--- src/rtl/fsk_pkg.sv ---
`default_nettype none
// ============================================================================
//  Module      : fsk_pkg
//  Description : Shared types, default parameters and helpers for the
//                edge-counting FSK demodulator family.
//  Revision    : 1.0 - initial release
// ============================================================================
package fsk_pkg;

    // Demodulator control states
    typedef enum logic {
        ST_IDLE = 1'b0,
        ST_RUN  = 1'b1
    } fsk_state_e;

    // Default configuration
    localparam int C_OSR_DEF       = 16;
    localparam int C_SPACE_MAX_DEF = 4;
    localparam int C_MARK_MIN_DEF  = 8;
    localparam int C_WORD_W_DEF    = 8;

    // Number of bits needed to hold values 0..value-1 (minimum 1)
    function automatic int fsk_clog2(input int value);
        int res;
        int v;
        res = 0;
        v   = value - 1;
        while (v > 0) begin
            res = res + 1;
            v   = v >> 1;
        end
        if (res < 1) begin
            res = 1;
        end
        return res;
    endfunction

endpackage
`default_nettype wire

--- src/rtl/fsk_sync_edge.sv ---
`default_nettype none
// ============================================================================
//  Module      : fsk_sync_edge
//  Description : 2-flop synchroniser for the sliced RX line, per-tick
//                history register and qualified edge strobe.
//  Revision    : 1.0 - initial release
// ============================================================================
module fsk_sync_edge (
    input  logic clk,
    input  logic rst_n,
    input  logic sample_en_i,
    input  logic run_i,
    input  logic rx_i,
    output logic edge_o
);

    logic rx_meta_q;
    logic rx_s_q;
    logic prev_q;

    // Bring the asynchronous RX line into the clk domain
    always_ff @(posedge clk or negedge rst_n) begin
        if (!rst_n) begin
            rx_meta_q <= 1'b0;
            rx_s_q    <= 1'b0;
        end else begin
            rx_meta_q <= rx_i;
            rx_s_q    <= rx_meta_q;
        end
    end

    // Remember the line level seen at the previous tick, in every state
    always_ff @(posedge clk or negedge rst_n) begin
        if (!rst_n) begin
            prev_q <= 1'b0;
        end else if (sample_en_i) begin
            prev_q <= rx_s_q;
        end
    end

    // A transition counts only on a tick while the demodulator is running
    assign edge_o = sample_en_i & run_i & (rx_s_q ^ prev_q);

endmodule
`default_nettype wire

--- src/rtl/fsk_edge_demodulator.sv ---
`default_nettype none
// ============================================================================
//  Module      : fsk_edge_demodulator
//  Description : Non-coherent binary FSK demodulator. Counts RX transitions
//                over OSR ticks, decides mark/space with a dead band and
//                deserialises the bits MSB-first into WORD_W-bit words.
//  Revision    : 1.0 - initial release
// ============================================================================
module fsk_edge_demodulator
    import fsk_pkg::*;
#(
    parameter int OSR       = C_OSR_DEF,
    parameter int SPACE_MAX = C_SPACE_MAX_DEF,
    parameter int MARK_MIN  = C_MARK_MIN_DEF,
    parameter int WORD_W    = C_WORD_W_DEF
) (
    input  logic              clk,
    input  logic              rst_n,
    input  logic              en,
    input  logic              sample_en,
    input  logic              rx_in,
    output logic              bit_out,
    output logic              bit_valid,
    output logic              sym_err,
    output logic [WORD_W-1:0] word_out,
    output logic              word_valid,
    output logic              busy
);

    localparam int SYM_W = fsk_clog2(OSR + 1);
    localparam int BIT_W = fsk_clog2(WORD_W);

    localparam logic [SYM_W-1:0] C_SYM_LAST  = SYM_W'(OSR - 1);
    localparam logic [SYM_W-1:0] C_OSR       = SYM_W'(OSR);
    localparam logic [SYM_W-1:0] C_SPACE_MAX = SYM_W'(SPACE_MAX);
    localparam logic [SYM_W-1:0] C_MARK_MIN  = SYM_W'(MARK_MIN);
    localparam logic [BIT_W-1:0] C_BIT_LAST  = BIT_W'(WORD_W - 1);

    fsk_state_e        state_q;
    fsk_state_e        state_d;
    logic [SYM_W-1:0]  sym_cnt_q;
    logic [SYM_W-1:0]  sym_cnt_d;
    logic [SYM_W-1:0]  edge_cnt_q;
    logic [SYM_W-1:0]  edge_cnt_d;
    logic [BIT_W-1:0]  bit_cnt_q;
    logic [BIT_W-1:0]  bit_cnt_d;
    logic [WORD_W-2:0] shift_q;
    logic [WORD_W-2:0] shift_d;
    logic [WORD_W-1:0] word_q;
    logic [WORD_W-1:0] word_d;
    logic              bit_q;
    logic              bit_d;
    logic              bit_valid_q;
    logic              bit_valid_d;
    logic              sym_err_q;
    logic              sym_err_d;
    logic              word_valid_q;
    logic              word_valid_d;

    logic              run;
    logic              edge_w;
    logic              sym_end;
    logic [SYM_W-1:0]  edge_total;
    logic              is_space;
    logic              is_mark;
    logic              decided_bit;
    logic [WORD_W-1:0] word_next;

    assign run = (state_q == ST_RUN);

    fsk_sync_edge u_sync_edge (
        .clk         (clk),
        .rst_n       (rst_n),
        .sample_en_i (sample_en),
        .run_i       (run),
        .rx_i        (rx_in),
        .edge_o      (edge_w)
    );

    // Symbol count including this tick's edge; pinned at OSR once reached
    assign edge_total = (edge_cnt_q == C_OSR) ? C_OSR : (edge_cnt_q + SYM_W'(edge_w));
    assign sym_end    = run & en & sample_en & (sym_cnt_q == C_SYM_LAST);

    // Classify the finished symbol; the dead band keeps the previous bit
    assign is_space    = (edge_total <= C_SPACE_MAX);
    assign is_mark     = (edge_total >= C_MARK_MIN);
    assign decided_bit = is_space ? 1'b0 : (is_mark ? 1'b1 : bit_q);
    assign word_next   = {shift_q, decided_bit};

    // Next control state: en alone moves between IDLE and RUN
    always_comb begin
        state_d = state_q;
        case (state_q)
            ST_IDLE: if (en)  state_d = ST_RUN;
            ST_RUN:  if (!en) state_d = ST_IDLE;
        endcase
    end

    // Next datapath values: tick counting, decision and deserialisation
    always_comb begin
        sym_cnt_d    = sym_cnt_q;
        edge_cnt_d   = edge_cnt_q;
        bit_cnt_d    = bit_cnt_q;
        shift_d      = shift_q;
        word_d       = word_q;
        bit_d        = bit_q;
        bit_valid_d  = 1'b0;
        sym_err_d    = 1'b0;
        word_valid_d = 1'b0;

        if (!run || !en) begin
            // Idle, or leaving RUN: drop any partial symbol and partial word
            sym_cnt_d  = '0;
            edge_cnt_d = '0;
            bit_cnt_d  = '0;
        end else if (sample_en) begin
            if (sym_end) begin
                sym_cnt_d   = '0;
                edge_cnt_d  = '0;
                bit_d       = decided_bit;
                bit_valid_d = 1'b1;
                sym_err_d   = ~is_space & ~is_mark;
                shift_d     = word_next[WORD_W-2:0];
                if (bit_cnt_q == C_BIT_LAST) begin
                    word_d       = word_next;
                    word_valid_d = 1'b1;
                    bit_cnt_d    = '0;
                end else begin
                    bit_cnt_d = bit_cnt_q + BIT_W'(1);
                end
            end else begin
                sym_cnt_d  = sym_cnt_q + SYM_W'(1);
                edge_cnt_d = edge_total;
            end
        end
    end

    // Control state register
    always_ff @(posedge clk or negedge rst_n) begin
        if (!rst_n) begin
            state_q <= ST_IDLE;
        end else begin
            state_q <= state_d;
        end
    end

    // Datapath and output registers
    always_ff @(posedge clk or negedge rst_n) begin
        if (!rst_n) begin
            sym_cnt_q    <= '0;
            edge_cnt_q   <= '0;
            bit_cnt_q    <= '0;
            shift_q      <= '0;
            word_q       <= '0;
            bit_q        <= 1'b0;
            bit_valid_q  <= 1'b0;
            sym_err_q    <= 1'b0;
            word_valid_q <= 1'b0;
        end else begin
            sym_cnt_q    <= sym_cnt_d;
            edge_cnt_q   <= edge_cnt_d;
            bit_cnt_q    <= bit_cnt_d;
            shift_q      <= shift_d;
            word_q       <= word_d;
            bit_q        <= bit_d;
            bit_valid_q  <= bit_valid_d;
            sym_err_q    <= sym_err_d;
            word_valid_q <= word_valid_d;
        end
    end

    assign bit_out    = bit_q;
    assign bit_valid  = bit_valid_q;
    assign sym_err    = sym_err_q;
    assign word_out   = word_q;
    assign word_valid = word_valid_q;
    assign busy       = run;

endmodule
`default_nettype wire

--- config.mk ---
export PLATFORM = sky130hd
export DESIGN_NAME = fsk_edge_demodulator
export DESIGN_NICKNAME = d
export VERILOG_FILES = /design/src/rtl/fsk_pkg.sv /design/src/rtl/fsk_sync_edge.sv /design/src/rtl/fsk_edge_demodulator.sv
export SDC_FILE = /design/constraint.sdc
export NUM_CORES = 1
export LEC_CHECK = 0
export BUFFER_PORTS_ARGS = -buffer_cell sky130_fd_sc_hd__buf_2
export CAP_MARGIN = 30
export CORE_MARGIN = 10
export CORE_UTILIZATION = 55
export DETAILED_ROUTE_END_ITERATION = 6
export HOLD_SLACK_MARGIN = 0.08
export PLACE_DENSITY = 0.76
export SLEW_MARGIN = 20
export SYNTH_ARGS = -nofsm -noshare
export SYNTH_HDL_FRONTEND = slang
export SYNTH_SLANG_ARGS = --single-unit
--- constraint.sdc ---
create_clock -name clk -period 5.4 [get_ports clk]
set_input_delay 1.08 -clock clk [delete_from_list [all_inputs] [get_ports clk]]
set_output_delay 1.08 -clock clk [all_outputs]
set_load 0.02 [all_outputs]
==> results.cfg <==
[critical_path]
start_kind = input pin
path_delay_family = simple AND/OR/NAND/NOR gates
required_ns = 5.62
r2r_slack_ns = 3.30
max_stage_delay_ns = 0.43
cp.arrival_ns = 2.73
path_max_fanout = 17
path_cells = buf_2 -> nand4_2 -> nor3_4 -> and2_1 -> mux2_1
slowest_stage = and2_1
endpoint_kind = flop
path_buf_inv = 1
critPathKind = input pin to flop

[clock_network]
cts_root_buf = clkbuf_4
clock_sinks = 35
cts_made_buffers = 5
ctsResizeCount = 0
clkLatencyLatePin_ns = 0.34
post_cts_buffers = 0
cts_tree = yes
h-tree-depth = 2
hold_buffers = 0
clk_pin_slew_ns = 0.10
clk_path_buf_depth = 2

[sta]
holdWs_ns = 0.378
relSlewSlack_pct = 51.1
rsz0062_at_grt = no
fin_crit_sh_pct = 46.4
slew_violations = 0
setup-violations-final = 0
worst_pin_slew_ns = 0.734
min_period_ns = 2.51
hold_viol = 0
fin_worst_skew_ns = 0.00343
fmaxAchievable_mhz = 399
fin_setup_tns_ns = 0

[placed_design]
port_buffers = 17
hpwlAfterDp_mm = 1.82
place.gp.congestion = 0.712

[pwr]
pwr_density_cell_nw_per_um2 = 264
switchingPower_mw = 0.0996
internal_power_mw = 0.345
p_leak_nw = 0.882
switching_share_pct = 22.4
seq_power_share_pct = 59.8
p_clk_share_pct = 36.5
vdd_drop_max_uv = 218
comb_power_share_pct = 3.6

[global_route]
grt_pass1_vias = 1011
grt-ovfl-total = 0
grt_usage_pct = 10.7
grt_max_degree = 36
antenna_found_initial = 0
grt_pass1_wl_mm = 4.48

[yosys]
yosysWarnings = 0
synth_nets = 132
synth_edf_count = 0
seq_area_frac_synth_pct = 58.1
syn_inst = 122
async_reset_ff_share_pct = 100
synth_ff_type = dfrtp_1
ys_ff_latch = 35
ys_types = 31
synthTopCellsByArea = dfrtp_1 58%, mux2_1 6.0%, mux2_2 5.2%
synth_area_um2 = 1510
syn_area_per_cell_um2 = 12.4
synth_top_area_share_pct = 58.1
synth_area_leader_cell = dfrtp_1

[detailed_routing]
firstDrtPassIters = 4
drc = 0
viasPerCell = 5.49
drt_first_iter_violations = 76
routed-via-count = 955
drtAntennaViolNets = 0
wl_per_cell_um = 14.6
routed_wl_mm = 2.54

[floorplanning]
io_pins = 18
chipHeight_um = 72.4
dieArea_um2 = 5240
die_w_um = 72.4
placement_rows = 18
core_area_um2 = 2540
start_util_pct = 59.2

[job]
cap_violations = 0

[worst_hold_path]
hold_class = flop to flop

[layout]
finalNetCount = 153
antenna_cells = 0
drive_gt1_share_pct = 24.3
area_growth_pct = 12.0

[status]
status = finished clean
power by group through the flow:
stage | Combinational (mW) | Sequential (mW) | Clock (mW)
global route | 0.0186 | 0.267 | 0.181
CTS | 0.0165 | 0.266 | 0.168
global placement | 0.0159 | 0.271 | 0
floorplan | 0.00714 | 0.272 | 0
detailed placement | 0.0165 | 0.271 | 0
finish | 0.0161 | 0.266 | 0.163
registers in the layout, indices dropped and copies added (netlist names), 3 cells and up:
signal and flops:
word_out 8, shift_q 7, edge_cnt_q 5, sym_cnt_q 5, bit_cnt_q 3
through the flow:
stage                     cell area [µm²]  worst slack (ns)  utilization [%]  power [mW]  std cells
after floorplan                      1510              2.72                -       0.279        122
after global placement               1620              2.61             63.5       0.287        166
after detailed placement             1620              2.53             63.5       0.288        166
after CTS                            1690              2.89             66.3       0.450        174
after global routing                 1690              2.74             66.3       0.466        174
final                                1690              2.89             66.3       0.445        174
per-layer routing:
layer,share of wire [%],global-route usage (%),wire length (µm)
met4,1.3,3.23,34
met3,7.5,5.44,191
met2,44,17.7,1130
met1,47,11.6,1180
met5,0,0,0
cell usage after synthesis (2+ instances only):
| library cell | count |
|---|---|
| xor2_1 | 5 |
| xnor2_1 | 2 |
| a31oi_1 | 2 |
| clkbuf_1 | 2 |
| ha_1 | 5 |
| nand3_1 | 10 |
| mux2i_1 | 2 |
| a21oi_1 | 5 |
| nor2_1 | 10 |
| nand2b_1 | 5 |
| dfrtp_1 | 35 |
| nand2_1 | 7 |
| mux2_1 | 8 |
| mux2_2 | 7 |
cells by family (layout without fill, tap and decap cells):
| kind of cell | after synthesis | after routing | share of synthesized area (%) |
|---|---|---|---|
| buffers and inverters | 4 | 26 | 1.24 |
| XOR/XNOR | 7 | 7 | 4.07 |
| flip-flops | 35 | 35 | 58.1 |
| multiplexers | 17 | 17 | 12.5 |
| AO/OA/AOI/OAI | 11 | 11 | 4.56 |
| AND/OR/NAND/NOR | 43 | 43 | 15.4 |
| adder cells (fa/ha/maj) | 5 | 5 | 4.15 |
placed cells by master, fill, tap and decap left out, types with 2 or more instances in the layout:
cell type	Yosys	layout
clkbuf_8	0	2
xor2_1	5	5
mux2_2	7	7
ha_1	5	5
buf_2	0	17
dfrtp_1	35	35
xnor2_1	2	2
nand3_1	10	10
mux2_1	8	8
a21oi_1	5	5
mux2i_1	2	2
nand2_1	7	7
clkbuf_4	0	5
nor2_1	10	10
nand2b_1	5	5
a31oi_1	2	2
path summary, 6_finish.rpt:
| path | startpoint | endpoint | depth (start not counted) |
|---|---|---|---|
| max in group asynchronous | rst_n | bit_cnt_q[2] | 1 |
| hold / removal | u_sync_edge.rx_meta_q | u_sync_edge.rx_s_q | 0 |
| setup / recovery | sample_en | word_out[3] | 5 |
| setup reg to reg | sym_cnt_q[0] | word_out[3] | 5 |
| hold reg to reg | u_sync_edge.rx_meta_q | u_sync_edge.rx_s_q | 0 |
| min in group asynchronous | rst_n | edge_cnt_q[2] | 1 |
final cells by class:
type                    count  area (µm²)
well taps                  30        37.5
clock inverters             1        7.51
multi-input cells          83         613
repair buffers             17        85.1
flip-flops and latches     35         876
clock buffers               7        65.1
fillers                   200         857
inverters                   1        3.75
(Power assumes the default switching activity.)
